--- src/rtl/mem_arbiter_pkg.sv ---
// mem_arbiter_pkg: shared FSM/owner types and owner-to-one-hot helper for the memory arbiter
package mem_arbiter_pkg;
  typedef enum logic [1:0] {IDLE, ISSUE, WAIT, RESP} arb_state_e;
  typedef enum logic {ARB_FETCH = 1'b0, ARB_DATA = 1'b1} arb_owner_e;
  function automatic logic [1:0] owner_onehot(arb_owner_e o);
    return (o == ARB_DATA) ? 2'b10 : 2'b01;
  endfunction
endpackage

--- src/rtl/arb_watchdog.sv ---
// arb_watchdog: 8-bit WAIT-cycle timer; clear_i zeroes, en_i counts, expired_o flags the last allowed cycle
module arb_watchdog #(
  parameter int TIMEOUT_CYCLES = 255
) (
  input  logic clk_i,
  input  logic rst_i,
  input  logic clear_i,
  input  logic en_i,
  output logic expired_o
);
  logic [7:0] count_q, count_d;
  always_comb count_d = clear_i ? 8'd0 : en_i ? count_q + 8'd1 : count_q;
  always_ff @(posedge clk_i or posedge rst_i)
    if (rst_i) count_q <= 8'd0;
    else count_q <= count_d;
  // High in the WAIT cycle whose closing edge would bring the count to TIMEOUT_CYCLES
  assign expired_o = count_q == 8'(TIMEOUT_CYCLES - 1);
endmodule

--- src/rtl/mem_arbiter.sv ---
// mem_arbiter: two-requester round-robin arbiter driving a single memory unit with timeout
// Ports: req_i/we_i/addr_*_i/wdata_*_i requester side (bit 0 fetch, bit 1 data);
// grant_o/done_o/err_o/rdata_o/busy_o back to requesters; mem_* command/response toward memory.
module mem_arbiter
  import mem_arbiter_pkg::*;
#(
  parameter int DATA_BUS_WIDTH = 8,
  parameter int ADDRESS_WIDTH  = 16,
  parameter int TIMEOUT_CYCLES = 255
) (
  input  logic                      clk_i,
  input  logic                      rst_i,
  input  logic [1:0]                req_i,
  input  logic [1:0]                we_i,
  input  logic [ADDRESS_WIDTH-1:0]  addr_0_i,
  input  logic [ADDRESS_WIDTH-1:0]  addr_1_i,
  input  logic [DATA_BUS_WIDTH-1:0] wdata_0_i,
  input  logic [DATA_BUS_WIDTH-1:0] wdata_1_i,
  output logic [1:0]                grant_o,
  output logic [1:0]                done_o,
  output logic [1:0]                err_o,
  output logic [DATA_BUS_WIDTH-1:0] rdata_o,
  output logic                      busy_o,
  output logic                      mem_start_o,
  output logic                      mem_we_o,
  output logic [ADDRESS_WIDTH-1:0]  mem_addr_o,
  output logic [DATA_BUS_WIDTH-1:0] mem_wdata_o,
  input  logic                      mem_done_i,
  input  logic [DATA_BUS_WIDTH-1:0] mem_rdata_i
);
  arb_state_e                state_q, state_d;
  arb_owner_e                owner_q, owner_d, last_q, last_d;
  logic                      err_q, err_d, mem_we_q, mem_we_d;
  logic [ADDRESS_WIDTH-1:0]  mem_addr_q, mem_addr_d;
  logic [DATA_BUS_WIDTH-1:0] mem_wdata_q, mem_wdata_d, rdata_q, rdata_d;
  logic                      pick, wd_clr, wd_en, expired;
  // Lone request wins; contention goes to whoever did not own the previous transaction
  assign pick = &req_i ? ~last_q : req_i[1];
  arb_watchdog #(.TIMEOUT_CYCLES(TIMEOUT_CYCLES)) u_wd (
    .clk_i(clk_i), .rst_i(rst_i), .clear_i(wd_clr), .en_i(wd_en), .expired_o(expired)
  );
  always_comb begin
    state_d     = state_q;
    owner_d     = owner_q;
    last_d      = last_q;
    err_d       = err_q;
    mem_we_d    = mem_we_q;
    mem_addr_d  = mem_addr_q;
    mem_wdata_d = mem_wdata_q;
    rdata_d     = rdata_q;
    wd_clr      = 1'b0;
    wd_en       = 1'b0;
    case (state_q)
      IDLE: if (|req_i) begin
        owner_d     = arb_owner_e'(pick);
        mem_we_d    = we_i[pick];
        mem_addr_d  = pick ? addr_1_i : addr_0_i;
        mem_wdata_d = pick ? wdata_1_i : wdata_0_i;
        wd_clr      = 1'b1;
        state_d     = ISSUE;
      end
      ISSUE: state_d = WAIT;
      WAIT: if (mem_done_i) begin
        err_d   = 1'b0;
        rdata_d = mem_we_q ? rdata_q : mem_rdata_i;
        state_d = RESP;
      end else if (expired) begin
        err_d   = 1'b1;
        state_d = RESP;
      end else wd_en = 1'b1;
      RESP: begin
        last_d  = owner_q;
        state_d = IDLE;
      end
      default: state_d = IDLE;
    endcase
  end
  always_ff @(posedge clk_i or posedge rst_i)
    if (rst_i) begin
      state_q     <= IDLE;
      owner_q     <= ARB_FETCH;
      last_q      <= ARB_DATA;
      err_q       <= 1'b0;
      mem_we_q    <= 1'b0;
      mem_addr_q  <= '0;
      mem_wdata_q <= '0;
      rdata_q     <= '0;
    end else begin
      state_q     <= state_d;
      owner_q     <= owner_d;
      last_q      <= last_d;
      err_q       <= err_d;
      mem_we_q    <= mem_we_d;
      mem_addr_q  <= mem_addr_d;
      mem_wdata_q <= mem_wdata_d;
      rdata_q     <= rdata_d;
    end
  assign busy_o      = state_q != IDLE;
  assign mem_start_o = state_q == ISSUE;
  assign grant_o     = busy_o ? owner_onehot(owner_q) : 2'b00;
  assign done_o      = (state_q == RESP && !err_q) ? owner_onehot(owner_q) : 2'b00;
  assign err_o       = (state_q == RESP && err_q) ? owner_onehot(owner_q) : 2'b00;
  assign rdata_o     = rdata_q;
  assign mem_we_o    = mem_we_q;
  assign mem_addr_o  = mem_addr_q;
  assign mem_wdata_o = mem_wdata_q;
endmodule

--- config.mk ---
export PLATFORM = sky130hd
export DESIGN_NAME = mem_arbiter
export DESIGN_NICKNAME = d
export VERILOG_FILES = /design/src/rtl/mem_arbiter_pkg.sv /design/src/rtl/arb_watchdog.sv /design/src/rtl/mem_arbiter.sv
export SDC_FILE = /design/constraint.sdc
export NUM_CORES = 1
export LEC_CHECK = 0
export ABC_AREA = 1
export CORE_UTILIZATION = 37
export CTS_CLUSTER_DIAMETER = 100
export DETAILED_ROUTE_END_ITERATION = 8
export GPL_ROUTABILITY_DRIVEN = 0
export PLACE_DENSITY = 0.76
export SLEW_MARGIN = 20
export SYNTH_ARGS = -nofsm -noshare
export SYNTH_HDL_FRONTEND = slang
export SYNTH_SLANG_ARGS = --single-unit
--- constraint.sdc ---
create_clock -name clk_i -period 1.4 [get_ports clk_i]
set_input_delay 0.21 -clock clk_i [delete_from_list [all_inputs] [get_ports clk_i]]
set_output_delay 0.21 -clock clk_i [all_outputs]
set_load 0.005 [all_outputs]
==> flow_summary.ini <==
[status]
outcome = complete, but fails checks
violations = negative setup slack

[timing]
rsz0062_at_grt = true
slew_headroom = 0.813
post-route-min-period_ns = 1.46
setup_viol = 36
fin_crit_sh = 1.04
skew_ns = 0.00438
slew_violations = 0
setup_slack_ns = -0.0606
max_freq_mhz = 685
hold_violations = 0
max_slew.worst_pin.slew_ns = 0.281

[yosys]
syn_area_um2 = 2280
synth_area_leader_cell = dfrtp_1
ys_types = 28
synth_warnings = 0
syn_inst = 259
synth_top_cell_area_share = 0.493
synthArstFlopShare = 1.00
ys_top_cells_by_area = dfrtp_1 (49%), nand2_1 (8.1%), o21ai_0 (7.9%)
post_synth.cell_area_avg_um2 = 8.82
synth_enable_flop_cells = 0
seq_area_frac_synth = 0.505
synth_fp_nets = 328
synth_ff_type = dfrtp_1
ys_seq_elements = 46

[clock_network]
cts_buffers = 5
clockBufferDepth = 2
clk_pin_slew_ns = 0.08
cts_tree = yes
clock_latency_ns = 0.30
ctsHoldBuffers = 0
root_buffer = clkbuf_8
htreeDepth = 2
numClockSinks = 46

[pwr]
power_frac_comb = 0.575
p_leak_nw = 2.06
peakVddDrop_mv = 0.997
netSwitchingPower_mw = 2.76
pwr-share-clk = 0.126
seq_power_share = 0.299
p_int_mw = 5.02
p_sw_frac = 0.355
p_per_area_nw_per_um2 = 1860

[die]
rows = 28
die_area_um2 = 6490
die_x_um = 80.6
coreArea_um2 = 5920
initial_core_util = 0.386
pin_count = 104
die_h_um = 80.6

[cells_and_area]
antenna_cells = 0
area_growth_pct = 82.8
fin_util = 0.705
drive_above_1_share = 0.324
fin_nets = 469

[critical_path]
rrSetupSlack_ns = -0.05
arrival_ns = 1.25
setup.worst_path.end_class = output pin
r2r_end = rdata_o[6]$_DFFE_PP0P_
cp-startpoint = state_q[0]$_DFFE_PP0P_
setup.worst_path.class = flop to output pin
crit_fanout = 4
r2r_start = state_q[0]$_DFFE_PP0P_
cp_data_required_time_ns = 1.19
start_kind = flop
ff2ff_path_depth = 7

[route]
drc_errors = 0
first_iter_violations = 110
ant_nets = 0
wirelength_um = 7140
vias = 2363
wire_per_inst_um = 15.0
vias_per_cell = 4.96
dr.pass1.iters = 4

[run]
cap_viol_max_count = 0

[grt]
grt_pass1_vias = 2353
antenna_found_initial = 0
grt_pass1_wl_um = 10400
grt_max_degree = 34
grt.overflow.total = 0
grt_usage = 0.211

[placed_design]
portBuffers = 103
dpl_worst_slack_ns = -0.261
hpwl_um = 4500

[worst_hold_path]
min_path_type = primary input to asynchronous set/reset pin
layout by cell type (no fill, tap or decap), types with 3 or more instances in the layout:
master and n:
buf_4 25, buf_6 10, inv_1 7, o21ai_1 31
clkdlybuf4s50_1 69, o21ai_2 20, nand3_2 8, buf_2 7
dfrtp_1 43, mux2_4 8, ha_4 3, nand2_2 9
dlygate4sd2_1 3, nand2_4 4, o21ai_0 5, nor2_2 3
clkbuf_8 5, inv_2 6, nand2_1 38, buf_12 3
nor2_1 32, nand3_1 8, dlymetal6s2s_1 23
metrics by stage:
stage | cells | power [mW] | setup TNS, ns | cell area (µm²) | hold WS (ns)
finish | 476 | 7.78 | -1.01 | 4180 | 0.133
global route | 476 | 8.30 | -3.68 | 4180 | 0.131
CTS | 460 | 7.00 | -0.608 | 3760 | 0.121
detailed placement | 445 | 5.59 | -8.81 | 3500 | 0.446
global placement | 445 | 5.49 | -7.05 | 3500 | 0.438
floorplan | 259 | 3.69 | 0 | 2280 | 0.361
layout make-up:
| type | count | area (µm²) |
|---|---|---|
| Clock inverter | 1 | 30.0 |
| Tap cell | 75 | 93.8 |
| Fill cell | 449 | 1750 |
| Timing Repair Buffer | 142 | 1440 |
| Multi-Input combinational cell | 188 | 1270 |
| Timing Repair inverter | 1 | 20.0 |
| Inverter | 16 | 91.3 |
| Sequential cell | 46 | 1150 |
| Clock buffer | 7 | 76.3 |
power groups by stage:
stage | Clock [mW] | Combinational, mW | Sequential [mW]
4_1_cts | 0.998 | 3.71 | 2.29
2_1_floorplan | 0 | 1.38 | 2.31
3_5_place_dp | 0 | 3.30 | 2.29
5_1_grt | 1.06 | 4.85 | 2.38
6_report | 0.979 | 4.48 | 2.32
3_3_place_gp | 0 | 3.21 | 2.28
logic make-up after synthesis:
group	count (synthesis)	synth area share
and+or+nand+nor	108	0.198
xor gates and xnor gates	3	0.0115
AOI/OAI and AO/OA	62	0.148
DFF	46	0.505
buffers and inverters	26	0.0652
adders and majority gates	6	0.0329
muxes	8	0.0395
critical path: stages, from the launching register on:
cell and delay (ns):
dfrtp_2 0.45, ha_4 0.18, buf_6 0.11, nand2_2 0.06, nor2_1 0.04, buf_2 0.12
flip-flops by register name, summed over array words and instances, names as in the netlist:
| register | cells |
|---|---|
| mem_we_o | 1 |
| err_q | 1 |
| u_wd.count_q | 8 |
| last_q | 1 |
| rdata_o | 8 |
| mem_addr_o | 16 |
| owner_q | 1 |
| state_q | 2 |
| mem_wdata_o | 8 |
worst max-delay path by stage:
stage | end | cells past startpoint
global placement | mem_addr_o[14]$_DFFE_PP0P_ | 6
CTS | done_o[1] | 5
global route | grant_o[0] | 5
finish | err_o[1] | 5
floorplan | rdata_o[0]$_DFFE_PP0P_ | 6
detailed placement | mem_addr_o[13]$_DFFE_PP0P_ | 6
synthesized netlist by cell type (2+ instances only):
library cell	n
dfrtp_1	45
mux2_2	8
buf_2	4
nand2_2	3
nand2_1	49
nand3_1	16
xor2_1	2
nor2_1	36
ha_1	6
o21ai_1	20
inv_1	13
o21ai_0	36
buf_6	5
inv_4	2
metal layers:
metal / up-vias / track usage / part of all wire
met5: - / 0 / 0
met4: 0 / 0.0696 / 0.017
met3: 12 / 0.0523 / 0.064
met2: 89 / 0.372 / 0.52
met1: 1128 / 0.248 / 0.40
li1: 1134 / - / -
timing repair:
action / CTS / global route
pin swaps: 9 / 13
hold endpoints to repair: 0 / 0
resized for setup: 75 / 107
cloned: 0 / 3
endpoints found under the setup margin: 54 / 78
setup buffers: 7 / 13
No activity file was read; power rests on OpenSTA's default activity.
